==> src/rtl/abs_saturation_pipe.sv <==
// abs_saturation_pipe: two-stage valid/ready absolute-value pipeline for signed samples,
// with per-beat saturate/wrap handling of the most-negative value and an event counter.
module abs_saturation_pipe #(
    parameter int WIDTH     = 8,
    parameter int CNT_WIDTH = 16
) (
    input  logic                 clk,
    input  logic                 rst_n,
    input  logic                 in_valid,
    output logic                 in_ready,
    input  logic [WIDTH-1:0]     in_data,
    input  logic                 sat_en,
    output logic                 out_valid,
    input  logic                 out_ready,
    output logic [WIDTH-2:0]     out_data,
    output logic                 out_sat,
    output logic [CNT_WIDTH-1:0] sat_count,
    input  logic                 cnt_clr
);

    if (WIDTH < 2) begin : g_bad_width
        $error("abs_saturation_pipe: WIDTH must be >= 2");
    end
    if (CNT_WIDTH < 1) begin : g_bad_cnt_width
        $error("abs_saturation_pipe: CNT_WIDTH must be >= 1");
    end

    localparam logic [WIDTH-1:0] MOST_NEG = {1'b1, {(WIDTH-1){1'b0}}};

    logic                 s1_valid_q, s1_valid_d;
    logic [WIDTH-1:0]     s1_data_q, s1_data_d;
    logic                 s1_sat_en_q, s1_sat_en_d;
    logic                 s2_valid_q, s2_valid_d;
    logic [WIDTH-2:0]     s2_data_q, s2_data_d;
    logic                 s2_sat_q, s2_sat_d;
    logic [CNT_WIDTH-1:0] sat_count_q, sat_count_d;

    logic                 in_xfer;
    logic                 out_xfer;
    logic                 s2_load;
    logic                 is_most_neg;
    logic [WIDTH-2:0]     neg_mag;
    logic [WIDTH-2:0]     mag;

    always_comb begin
        out_xfer = s2_valid_q && out_ready;
        s2_load  = s1_valid_q && (!s2_valid_q || out_xfer);
        in_ready = rst_n && (!s1_valid_q || s2_load);
        in_xfer  = in_valid && in_ready;
    end

    // Low bits of (~x + 1) depend only on the low bits of x, so the sign bit is not needed.
    always_comb begin
        is_most_neg = (s1_data_q == MOST_NEG);
        neg_mag     = ~s1_data_q[WIDTH-2:0] + (WIDTH-1)'(1);
        mag         = s1_data_q[WIDTH-2:0];
        if (is_most_neg) begin
            mag = s1_sat_en_q ? '1 : '0;
        end else if (s1_data_q[WIDTH-1]) begin
            mag = neg_mag;
        end
    end

    always_comb begin
        s1_valid_d  = s1_valid_q;
        s1_data_d   = s1_data_q;
        s1_sat_en_d = s1_sat_en_q;
        if (in_xfer) begin
            s1_valid_d  = 1'b1;
            s1_data_d   = in_data;
            s1_sat_en_d = sat_en;
        end else if (s2_load) begin
            s1_valid_d = 1'b0;
        end
    end

    always_comb begin
        s2_valid_d = s2_valid_q;
        s2_data_d  = s2_data_q;
        s2_sat_d   = s2_sat_q;
        if (s2_load) begin
            s2_valid_d = 1'b1;
            s2_data_d  = mag;
            s2_sat_d   = is_most_neg;
        end else if (out_xfer) begin
            s2_valid_d = 1'b0;
        end
    end

    // Clear takes priority; the transfer coinciding with a clear is not counted.
    always_comb begin
        sat_count_d = sat_count_q;
        if (cnt_clr) begin
            sat_count_d = '0;
        end else if (out_xfer && s2_sat_q && (sat_count_q != '1)) begin
            sat_count_d = sat_count_q + CNT_WIDTH'(1);
        end
    end

    always_ff @(posedge clk or negedge rst_n) begin
        if (!rst_n) begin
            s1_valid_q  <= 1'b0;
            s1_data_q   <= '0;
            s1_sat_en_q <= 1'b0;
            s2_valid_q  <= 1'b0;
            s2_data_q   <= '0;
            s2_sat_q    <= 1'b0;
            sat_count_q <= '0;
        end else begin
            s1_valid_q  <= s1_valid_d;
            s1_data_q   <= s1_data_d;
            s1_sat_en_q <= s1_sat_en_d;
            s2_valid_q  <= s2_valid_d;
            s2_data_q   <= s2_data_d;
            s2_sat_q    <= s2_sat_d;
            sat_count_q <= sat_count_d;
        end
    end

    assign out_valid = s2_valid_q;
    assign out_data  = s2_data_q;
    assign out_sat   = s2_sat_q;
    assign sat_count = sat_count_q;

endmodule
==> config.mk <==
export PLATFORM = sky130hd
export DESIGN_NAME = abs_saturation_pipe
export DESIGN_NICKNAME = d
export VERILOG_FILES = /design/src/rtl/abs_saturation_pipe.sv
export SDC_FILE = /design/constraint.sdc
export NUM_CORES = 1
export LEC_CHECK = 0
export BUFFER_PORTS_ARGS = -buffer_cell sky130_fd_sc_hd__buf_2
export CORE_ASPECT_RATIO = 1.1
export CORE_MARGIN = 4
export CORE_UTILIZATION = 35
export CTS_CLUSTER_DIAMETER = 120
export CTS_CLUSTER_SIZE = 12
export DETAILED_ROUTE_END_ITERATION = 7
export PLACE_DENSITY_LB_ADDON = 0.2
export SLEW_MARGIN = 10
export SYNTH_ARGS = -nofsm -noshare
export SYNTH_HDL_FRONTEND = slang
export SYNTH_SLANG_ARGS = --single-unit
==> constraint.sdc <==
create_clock -name clk -period 5.1 [get_ports clk]
set_input_delay 1.02 -clock clk [delete_from_list [all_inputs] [get_ports clk]]
set_output_delay 1.02 -clock clk [all_outputs]
set_load 0.01 [all_outputs]
==> out/metrics.sh <==
MULTIPLEXER_FRACTION_OF_THE_SYNTHESIZED_CELL_AREA_PCT=8.865
TIMING.SETUP.TNS_NS=0
YS_DOMINANT_REG_CELL='sky130_fd_sc_hd__dfrtp_1'
N_ANTENNA_CELL=0
GRT.OVERFLOW.TOTAL=0
POST_LAYOUT_NETS=237
CP-STARTPOINT='rst_n'
FINALMAXSLEWVIOLATIONS=0
INITIAL_UTILIZATION_PCT=36.77
FP.COREAREA_UM2=5067
ROUTE.VIAS.TOTAL=1523
FINAL_CELL_MIX='39 x sky130_fd_sc_hd__buf_2, 35 x sky130_fd_sc_hd__dfrtp_1, 19 x sky130_fd_sc_hd__nand2_1'
AVGROUTEDWIREPERCELL_UM=14.08
SYN-CELL-AREA_UM2=1863
SETUP.WORST_PATH.START_CLASS='input pin'
STATUS='completed'
MAX_SLEW.WORST_PIN.SLEW_NS=0.5820
POST-ROUTE-DRC-COUNT=0
MAXIMUM_ROOT_TO_SINK_BUFFER_COUNT=2
YS_TYPES=43
SLEW-LIMIT-HEADROOM_PCT=60.87
NUM_ROWS=27
POSTSYNTH.ASYNCRESETSHARE_PCT=100.0
ANTENNA_VIOLATING_NETS_POST_ROUTE=0
DIE_Y_UM=84.52
TIMING.FINAL.HOLD_VIOLATIONS=0
SLOWEST_STAGE='sky130_fd_sc_hd__buf_4'
CLOCK_INSERTION_DELAY_WORST_SKEW_NS=0.28
TIMING.CLOCK.SKEW_NS=0.007133
SYNTH_TOP_FAMILY_BY_AREA='simple AND/OR/NAND/NOR gates'
FLOORPLAN.IO_PINS=40
CRITICAL_PATH.MOST_COMMON_CELL='sky130_fd_sc_hd__buf_2'
GRT_MAX_DEGREE=37
WORST_IR_DROP_VDD_mV=0.1573
MAX_CAP_VIOL_COUNT=0
WORST-ENDPOINT-REQUIRED_NS=4.08
SYNTHXORXNORAREAFRAC_PCT=1.410
WORSTSETUPPATHTYPE='in2out'
POWER_DENSITY_OF_THE_PLACED_CELLS_nW_PER_UM2=324.2
CTS.REPAIR.RESIZED=0
R2R_START='sat_count[9]$_DFFE_PN0P_'
SYNTH_COMPOUND_AREA_SHARE_PCT=13.70
MOSTFREQUENTLAYOUTCELL='sky130_fd_sc_hd__buf_2'
MAPPEDNETLISTNETS=197
ROUTED_WL_UM=3942
MIN-DELAY-PATH-CLASS='reg2reg'
YS_FF_LATCH=35
CTS_HTREE_LEVELS=2
COUNT_OF_FLIP_FLOPS_WITH_A_BUILT_IN_ENABLE_AFTER_SYNTHESIS=0
CRITPATHTOPFAMILY='buffers and inverters'
CLK_PIN_SLEW_WORST_PATHS_NS=0.07
DRT_FIRST_PASS_ITERS=5
DESIGN_POWER_TOTAL_W=0.0007207
PRE_CTS_WS_NS=2.211
YOSYSSEQAREASHARE_PCT=47.01
ROOT_BUFFER='sky130_fd_sc_hd__clkbuf_8'
AREA.GROWTH.SYNTH_TO_FINAL_PCT=19.34
INITIALDRTVIOLATIONCOUNT=102
DIE-WIDTH_UM=77.57
DRIVE_ABOVE_1_SHARE_PCT=31.53
CTS_NUM_SINKS=35
FIRST_GLOBAL_VIAS=1512
DIE_AREA_UM2=6556
ARRIVAL_NS=1.84
POSTCTSSETUPBUFFERS=0
POWER.STATIC_LEAKAGE_nW=1.009
GRT_ANTENNA_BEFORE_REPAIR=0
WORST-PATH-MAX-FANOUT=36
FINALWORSTPATHREQUIREDPERIOD_NS=2.860
CP_SLOWEST_STAGE_DELAY_NS=0.38
MAXCLOCKFREQUENCY_MHz=349.6
FINALCRITPERIODSHARE_PCT=56.08
PATH_BUF_INV=3
GRT_FIRST_PASS_WIRELENGTH_UM=6975
WORSTPATHCELLLIST='buf_2 -> buf_4 -> and2_1 -> buf_2'
POST_SYNTH_AND_OR_NAND_NOR_AREA_FRACTION_PCT=24.92
HPWLAFTERDP_UM=2935
PORT-BUFFER-COUNT=39
TIMING.HOLD.WORST.START='out_data[6]$_DFFE_PN0P_'
SYNTHCELLS=181
GRT_SETUP_UNREPAIRED='no'
GLOBAL_ROUTE.USAGE.TOTAL_PCT=13.04
VIA_PER_INST=5.439
CTS_TREE='built'
CTS_HOLD_REPAIR.BUFFERS=0
POSTSYNTHAREAPERCELL_UM2=10.29
YS_WARN_COUNT=0
CTS_MADE_BUFFERS=5
SYNTH_ADDER_AREA_SHARE_PCT=1.343
PLACE_CONGESTION=0.7451
FINAL.SETUP.WORST_SLACK_NS=2.240
SETUP_VIOL=0
CRITPATHCAPTURETYPE='output pin'
path summary, 6_finish.rpt:
kind / end / slack [ns] / depth (start not counted)
max reg2reg: sat_count[0]$_DFFE_PN0P_ / 3.23 / 4
min in group asynchronous: sat_count[4]$_DFFE_PN0P_ / 0.76 / 2
min reg2reg: out_data[6]$_DFFE_PN0P_ / 0.48 / 2
max: in_ready / 2.24 / 4
max in group asynchronous: s1_data_q[2]$_DFFE_PN0P_ / 4.02 / 2
min: out_data[6]$_DFFE_PN0P_ / 0.48 / 2
final cells by class:
type | count | area (µm²)
clock buffers | 6 | 82.58
clock inverters | 2 | 35.03
fillers | 521 | 2844
inverters | 5 | 18.77
multi-input cells | 134 | 935.9
flip-flops and latches | 35 | 875.8
well taps | 58 | 72.57
repair buffers | 40 | 202.7
flip-flops by register name, indices dropped and copies added, names as in the netlist:
name	count
out_data	7
out_sat	1
out_valid	1
s1_data_q	8
s1_sat_en_q	1
s1_valid_q	1
sat_count	16
per-layer routing:
metal  vias up  share of wire (%)  track usage, %
met5         -                  0               0
li1        756                  -               -
met3         5                4.5           3.219
met4         0                1.2           4.369
met1       728                 45           16.34
met2        34                 49           21.92
cell families (layout without fill, tap and decap cells):
family          count (synthesis)  after routing
simple gates                   75             75
compound gates                 39             39
flops                          35             35
mux                            15             15
buf+inv                        12             53
xor+xnor                        3              3
fa+ha+maj                       2              2
worst reg2reg max path, stage by stage (launching register included):
cell and delay [ns]:
sky130_fd_sc_hd__dfrtp_1 0.47, sky130_fd_sc_hd__nand3_1 0.23, sky130_fd_sc_hd__nor4_2 0.61, sky130_fd_sc_hd__nor2_1 0.15, sky130_fd_sc_hd__mux2_2 0.30
through the flow:
step	hold WS, ns	cells	utilization (%)	cell area, µm²
after floorplan	0.4708	181	-	1863
after global placement	0.4758	272	41.56	2106
after detailed placement	0.4763	272	41.56	2106
after CTS	0.4936	280	43.88	2223
after global routing	0.5380	280	43.88	2223
final	0.4847	280	43.88	2223
cells in the mapped netlist (2+ instances only):
| master | count | area share (%) |
|---|---|---|
| sky130_fd_sc_hd__nor2b_1 | 3 | 1.0 |
| sky130_fd_sc_hd__dfrtp_1 | 35 | 47 |
| sky130_fd_sc_hd__nor2_1 | 7 | 1.4 |
| sky130_fd_sc_hd__or3_1 | 2 | 0.67 |
| sky130_fd_sc_hd__ha_1 | 2 | 1.3 |
| sky130_fd_sc_hd__nand4_4 | 2 | 2.3 |
| sky130_fd_sc_hd__and4_1 | 2 | 0.94 |
| sky130_fd_sc_hd__mux2i_1 | 3 | 1.6 |
| sky130_fd_sc_hd__and3_1 | 2 | 0.67 |
| sky130_fd_sc_hd__nand3_1 | 6 | 1.6 |
| sky130_fd_sc_hd__buf_2 | 2 | 0.54 |
| sky130_fd_sc_hd__o21ai_1 | 2 | 0.54 |
| sky130_fd_sc_hd__a21oi_1 | 10 | 2.7 |
| sky130_fd_sc_hd__clkbuf_1 | 4 | 0.81 |
| sky130_fd_sc_hd__and2_1 | 3 | 1.0 |
| sky130_fd_sc_hd__or4_1 | 5 | 2.0 |
| sky130_fd_sc_hd__nand2_1 | 19 | 3.8 |
| sky130_fd_sc_hd__a31oi_1 | 5 | 1.7 |
| sky130_fd_sc_hd__o31ai_1 | 9 | 3.6 |
| sky130_fd_sc_hd__inv_1 | 5 | 1.0 |
| sky130_fd_sc_hd__o21ai_0 | 5 | 1.3 |
| sky130_fd_sc_hd__mux2_2 | 12 | 7.3 |
| sky130_fd_sc_hd__nand2b_1 | 5 | 1.7 |
| sky130_fd_sc_hd__xnor2_1 | 3 | 1.4 |
| sky130_fd_sc_hd__nor3_1 | 5 | 1.3 |
| sky130_fd_sc_hd__a221o_1 | 2 | 1.1 |
| sky130_fd_sc_hd__nand4_1 | 5 | 1.7 |
report_power, final:
group	total (W)	switching (W)	leakage (nW)	internal, W
registers	0.000343	0.0000321	0.453	0.000311
logic	0.000119	0.0000592	0.494	0.0000599
clock network	0.000258	0.000100	0.0612	0.000158
Note: power is estimated with default switching activity, not from simulation.
